**src/rtl/dot_vec_loader.sv**
```systemverilog
// rtl/dot_vec_loader.sv - operand bank loader and count sequencer for the 16-element dot-product MAC
// Loads bank A then bank B from a byte stream, sweeps cnt for the MAC, captures the sum.
module dot_vec_loader #(
  parameter int DW    = 8,
  parameter int DEPTH = 16,
  parameter int AW    = 4,
  parameter int CW    = 5,
  parameter int ACCW  = 20
) (
  input  logic            clk,
  input  logic            rst,
  input  logic            in_valid,
  input  logic [DW-1:0]   in_data,
  output logic            in_ready,
  input  logic            abort,
  output logic [CW-1:0]   cnt,
  output logic [DW-1:0]   a_data,
  output logic [DW-1:0]   b_data,
  input  logic [ACCW-1:0] acc_in,
  output logic            busy,
  output logic            done,
  output logic [ACCW-1:0] result
);

  localparam logic [2:0] S_LOAD_A  = 3'd0;
  localparam logic [2:0] S_LOAD_B  = 3'd1;
  localparam logic [2:0] S_RUN     = 3'd2;
  localparam logic [2:0] S_CAPTURE = 3'd3;

  logic [2:0]    state;
  logic [AW-1:0] wr_ptr;
  logic [DW-1:0] bank_a [DEPTH];
  logic [DW-1:0] bank_b [DEPTH];
  logic          accept;
  logic          last_byte;

  assign in_ready  = (state == S_LOAD_A) || (state == S_LOAD_B);
  assign busy      = (state == S_RUN) || (state == S_CAPTURE);
  assign accept    = in_valid && in_ready && !abort;
  assign last_byte = (wr_ptr == AW'(DEPTH - 1));

  // Banks carry no reset: every entry is rewritten before a sweep reads it.
  always_ff @(posedge clk) begin
    if (accept) begin
      if (state == S_LOAD_A) begin
        bank_a[wr_ptr] <= in_data;
      end else begin
        bank_b[wr_ptr] <= in_data;
      end
    end
  end

  // Indices DEPTH and DEPTH+1 feed zeros so the MAC pipeline drains without adding.
  always_comb begin
    a_data = '0;
    b_data = '0;
    if (cnt < CW'(DEPTH)) begin
      a_data = bank_a[cnt[AW-1:0]];
      b_data = bank_b[cnt[AW-1:0]];
    end
  end

  always_ff @(posedge clk or posedge rst) begin
    if (rst) begin
      state  <= S_LOAD_A;
      wr_ptr <= '0;
      cnt    <= '0;
      result <= '0;
      done   <= 1'b0;
    end else begin
      done <= 1'b0;
      if (abort) begin
        state  <= S_LOAD_A;
        wr_ptr <= '0;
        cnt    <= '0;
      end else begin
        case (state)
          S_LOAD_A: begin
            if (accept) begin
              wr_ptr <= wr_ptr + 1'b1;
              if (last_byte) begin
                state <= S_LOAD_B;
              end
            end
          end
          S_LOAD_B: begin
            if (accept) begin
              wr_ptr <= wr_ptr + 1'b1;
              if (last_byte) begin
                state <= S_RUN;
                cnt   <= '0;
              end
            end
          end
          S_RUN: begin
            if (cnt == CW'(DEPTH + 1)) begin
              state <= S_CAPTURE;
            end else begin
              cnt <= cnt + 1'b1;
            end
          end
          S_CAPTURE: begin
            result <= acc_in;
            done   <= 1'b1;
            state  <= S_LOAD_A;
            cnt    <= '0;
          end
          default: begin
            state  <= S_LOAD_A;
            wr_ptr <= '0;
            cnt    <= '0;
          end
        endcase
      end
    end
  end

endmodule
```
**config.mk**
```make
export PLATFORM = sky130hd
export DESIGN_NAME = dot_vec_loader
export DESIGN_NICKNAME = d
export VERILOG_FILES = /design/src/rtl/dot_vec_loader.sv
export SDC_FILE = /design/constraint.sdc
export NUM_CORES = 1
export LEC_CHECK = 0
export ABC_AREA = 1
export BUFFER_PORTS_ARGS = -buffer_cell sky130_fd_sc_hd__buf_4
export CAP_MARGIN = 20
export CORE_MARGIN = 10
export CORE_UTILIZATION = 30
export CTS_BUF_LIST = sky130_fd_sc_hd__clkbuf_4
export DETAILED_ROUTE_END_ITERATION = 10
export PLACE_DENSITY = 0.51
export SYNTH_ARGS = -nofsm -noshare
export SYNTH_HDL_FRONTEND = slang
export SYNTH_SLANG_ARGS = --single-unit
```
**constraint.sdc**
```tcl
create_clock -name clk -period 3.8 [get_ports clk]
set_input_delay 0.38 -clock clk [delete_from_list [all_inputs] [get_ports clk]]
set_output_delay 0.38 -clock clk [all_outputs]
set_load 0.05 [all_outputs]
```
======== Word level (Yosys, flattened, before mapping) ========
Memory sizes are Yosys's and may differ from the RTL's.
Index checks and enable logic that the tools add are counted.
Widths: inputs -> output; s select.
storage, ports and cells
  flip-flop bits (word level) ............. 33
  latch bits .............................. 0
  RAM bits ................................ 256
  bits in read-only memories .............. 0
  input bits .............................. 32
  output and inout bits ................... 44
  logic and storage cells ................. 62
  memories ................................ 2
memory list
  memory  depth  bits a word  rd ports  clocked after Yosys merged registers in  write ports  line  text
  bank_a  16     8            1         0                                        1            32    logic [DW-1:0] bank_a [DEPTH];
  bank_b  16     8            1         0                                        1            33    logic [DW-1:0] bank_b [DEPTH];
operators by class
  add/sub/neg operators ................... 2
  multiply operators ...................... 0
  divide/modulo/power cells ............... 0
  magnitude comparators ................... 1
  equal/unequal tests ..................... 14
  shifts and indexed selects .............. 0
  mux-type cells .......................... 25
  bitwise logic cells ..................... 1
  reductions and logical operators ........ 12
operators by type and width
  operator             number
  $mux 5               4
  $mux 3               6
  $mux 8               2
  $ne 3x3->1 const B   5
  $pmux 5 s3           1
  $pmux 3 s3           1
  $mux 1               8
  $mux 4               2
  $pmux 4 s2           1
  $eq 3x2->1 const B   2
  $add 5x1->5 const B  1
  $eq 5x5->1 const B   1
  $lt 5x5->1 const B   1
  $reduce_and 5->1     1
  $add 4x1->4 const B  1
  $eq 4x4->1 const B   1
  $reduce_and 2->1     2
  $reduce_and 4->1     1
  $reduce_or 2->1      2
  $eq 3x1->1 const B   1
  $logic_not 3->1      1
  $ne 3x1->1 const B   1
  $ne 3x2->1 const B   1
  $logic_and 1x1->1    2
  5 further kinds      6

======== Logic depth before layout (Yosys ltp) ========
  depth after elaboration ................. 7
  depth in mapped cells ................... 11
  gate-level depth less buffers ........... 11

======== Worst setup path before layout ========
OpenSTA, ideal clock, no wires.
  path kind ............................... flip-flop to output port
  start ................................... reg cnt[0]
  end ..................................... out a_data[0]
  data arrival time ....................... 2196 ps
  path slack .............................. 1224 ps
  stages on the path, launching flop included .. 10
  path buffers ............................ 3
  path through ............................ dfrtp_1 buf_6 inv_4 buf_12 buf_6 nand2_1 nand3_1 nand3_1 nand3_1 a21oi_1
between the ends
  cells in the longest elaborated chain, start to end .. 2
RTL lines
  element                                     line  text
  from (decl)                                 16    output logic [CW-1:0] cnt,
  from (signal assigned)                      99    cnt <= cnt + 1'b1;
  $mem_v2 16x8 or $lt 5x5->1 (tied branches)  --
  $mux 8 (*)                                  57    if (cnt < CW'(DEPTH)) begin
  to (decl)                                   17    output logic [DW-1:0] a_data,
Mark *: on every way between the ends. The rest lies on a longest branch, timed or not.

======== Final worst setup path ========
  start ................................... reg cnt[0]
  end ..................................... out a_data[2]
The elaborated chain is that of the path after synthesis.

==> qor.yml <==
initial_core_util_pct: 30.22
dr.pass1.iters: 5
ir_drop_uv: 443.0
place_congestion: 0.8192
portBuffers: 75
slew_headroom_pct: 35.99
fp.dieH_um: 225.3
drt-total-wl_mm: 33.57
fp.dieArea_sq_um: 50760
syn_area_sq_um: 12650
slowest_delay_ps: 500
whs_ps: 104.1
wl_per_cell_um: 17.02
critPathSlowestCell: "dfrtp_4"
syn_nets: 1290
crit_required_ps: 3420
synth_warnings: 0
yosys.area.top_type: "edfxtp_1"
detail_route.vias_per_cell: 4.530
critical_path_class: "flop to primary output"
crit_path_max_fanout: 60
cp_top_family: "buffers and inverters"
cts_made_buffers: 75
synth_fa_ha_area_share_pct: 0.9894
synth_commonest_cells: "479 x nand2_1, 256 x edfxtp_1, 182 x nand3_1"
synth-xor-area-share_pct: 0
clkSinkCount: 288
dp_slack_ps: 1015
min_delay_path_depth: 4
rows: 75
setup_viol: 0
synth_top_area_share_pct: 60.79
crit_arrival_ps: 3100
drive_gt1_share_pct: 16.12
clkTransAtPathRegs_ps: 60
worstSetupEndpointType: "primary output"
cts_root_buf: "clkbuf_4"
synth-async-reset-ratio_pct: 11.11
synth_cell_types: 26
vias: 8937
cap_violations: 0
fin_crit_sh_pct: 91.66
drtAntennaViolNets: 0
skew_ps: 47.34
synthMuxAreaShare_pct: 0
rsz0062_at_grt: "no"
min-delay-start: "in_valid"
htreeDepth: 3
synth_edf_count: 256
max_freq_mhz: 287.1
synth-compound-area-share_pct: 1.088
ys_seq_elements: 288
cp_common_cell: "nand2_1"
grt_antenna_before_repair: 1
min_path_type: "input port to flop"
cp.depth: 9
yosysSeqAreaShare_pct: 67.12
post-cts-setup-buffers: 0
drc_errors: 0
grt_util_all_layers_pct: 13.33
r2r_cells: 8
total_power_w: 0.008697
grt_pass1_wl_mm: 52.16
synthTopCellsByArea: "edfxtp_1 61%, nand2_1 14%, nand3_1 7.2%"
tns_ps: 0
synth_most_common_cell: "nand2_1"
synth_ff_type: "edfxtp_1"
nets: 1420
cts_tree: "yes"
synth_simple_gate_area_share_pct: 22.94
setup_slack_ps: 316.8
crit_buf_inv: 3
first_iter_violations: 805
core_area_sq_um: 41850
drv_slew: 0
r2r_slack_ps: 1030
fin_cells: 1973
cellLeakagePower_nw: 6.333
post-route-min-period_ps: 3483
synth_cells: 1248
cp_cell_sequence: "inv_4 -> buf_4 -> nand2_1 -> nand2_1 -> nand2_1 -> nand3_1 -> nand3_1 -> a21oi_1 -> buf_4"
rr_startpoint: "state[0]"
r2r_end: "bank_b[3][6]"
cts_buffer_depth: 3
p_per_area_nw_per_um2: 586.2
syn_to_final_growth_pct: 17.32
status: "completed"
min_to: "wr_ptr[3]"
die_w_um: 225.3
grt_max_degree: 135
syn_area_per_cell_sq_um: 10.13
tightest_slew_ps: 956.6
startpoint_type: "flop"
clock_latency_ps: 710
synth_top_family_by_area: "simple AND/OR/NAND/NOR gates"
hold_violations: 0
dp.cells: 1818
overflow: 0
io_pins: 76
first_global_vias: 9136
hpwlAfterDp_mm: 19.86
-- routing by layer --
| metal | share of wire, % | vias up | global-route usage (%) |
|---|---|---|---|
| met2 | 44 | 259 | 20.25 |
| met1 | 46 | 4262 | 17.39 |
| li1 | - | 4353 | - |
| met5 | 0 | - | 0 |
| met4 | 2.3 | 0 | 5.251 |
| met3 | 7.4 | 63 | 4.164 |
-- cell families after synthesis --
group | Yosys count
flops | 288
compound gates | 26
simple gates | 706
buf+inv | 218
fa+ha+maj | 10
-- power by group --
part           switching (W)  internal, W  leakage [nW]  total (W)
logic                0.00163     0.000592          3.02    0.00222
clock network        0.00125      0.00150         0.598    0.00275
registers          0.0000954      0.00362          2.71    0.00372
-- cells in the final DEF, fill, tap and decap left out, types with 3 or more instances in the layout --
cell type	count
nand2_1	479
edfxtp_1	256
nand3_1	182
inv_1	151
clkbuf_4	128
buf_4	94
nor2_1	33
dfrtp_1	30
dlygate4sd3_1	22
a21oi_1	19
ha_1	10
nor3_1	8
inv_2	3
o21ai_0	3
clkinv_1	3
-- sequential cells by signal (all words and copies together) (netlist names) --
signal and cells:
bank_a 128, bank_b 128, cnt 5, done 1
result 20, state 2, wr_ptr 4
-- area by class of cell --
type	count	area (sq um)
Sequential cell	288	8493
Clock buffer	128	960.9
Antenna cell	1	2.502
Clock inverter	4	15.01
Tap cell	539	674.4
Timing Repair Buffer	117	945.9
Inverter	154	580.6
Multi-Input combinational cell	742	3164
Fill cell	4233	27020
-- tightest hold or removal path: cells and delay by family --
family / cells / cell delay (ps)
and+or+nand+nor: 2 / 180
buffers and inverters: 1 / 130
AOI/OAI and AO/OA: 1 / 70
-- stage by stage --
| step | util (%) | instance area, sq um |
|---|---|---|
| CTS | 35.44 | 14830 |
| global route | 35.45 | 14840 |
| global placement | 32.59 | 13640 |
| finish | 35.45 | 14840 |
| floorplan | - | 12650 |
| detailed placement | 32.59 | 13640 |
-- worst max-delay path by stage --
stage | startpoint | endpoint | slack (ps)
after floorplan | cnt[0] | a_data[0] | 1220
after global placement | cnt[0] | a_data[2] | 1020
after detailed placement | cnt[0] | a_data[2] | 1020
after CTS | cnt[0] | a_data[2] | 220
after global routing | cnt[0] | a_data[2] | 80
final | cnt[0] | a_data[2] | 320
-- what timing repair did --
item,in CTS,in global routing
endpoints found under the hold margin,41,0
endpoints found under the setup margin,0,0
hold buffers,22,0
resized for setup,0,0
(Power assumes the default switching activity.)
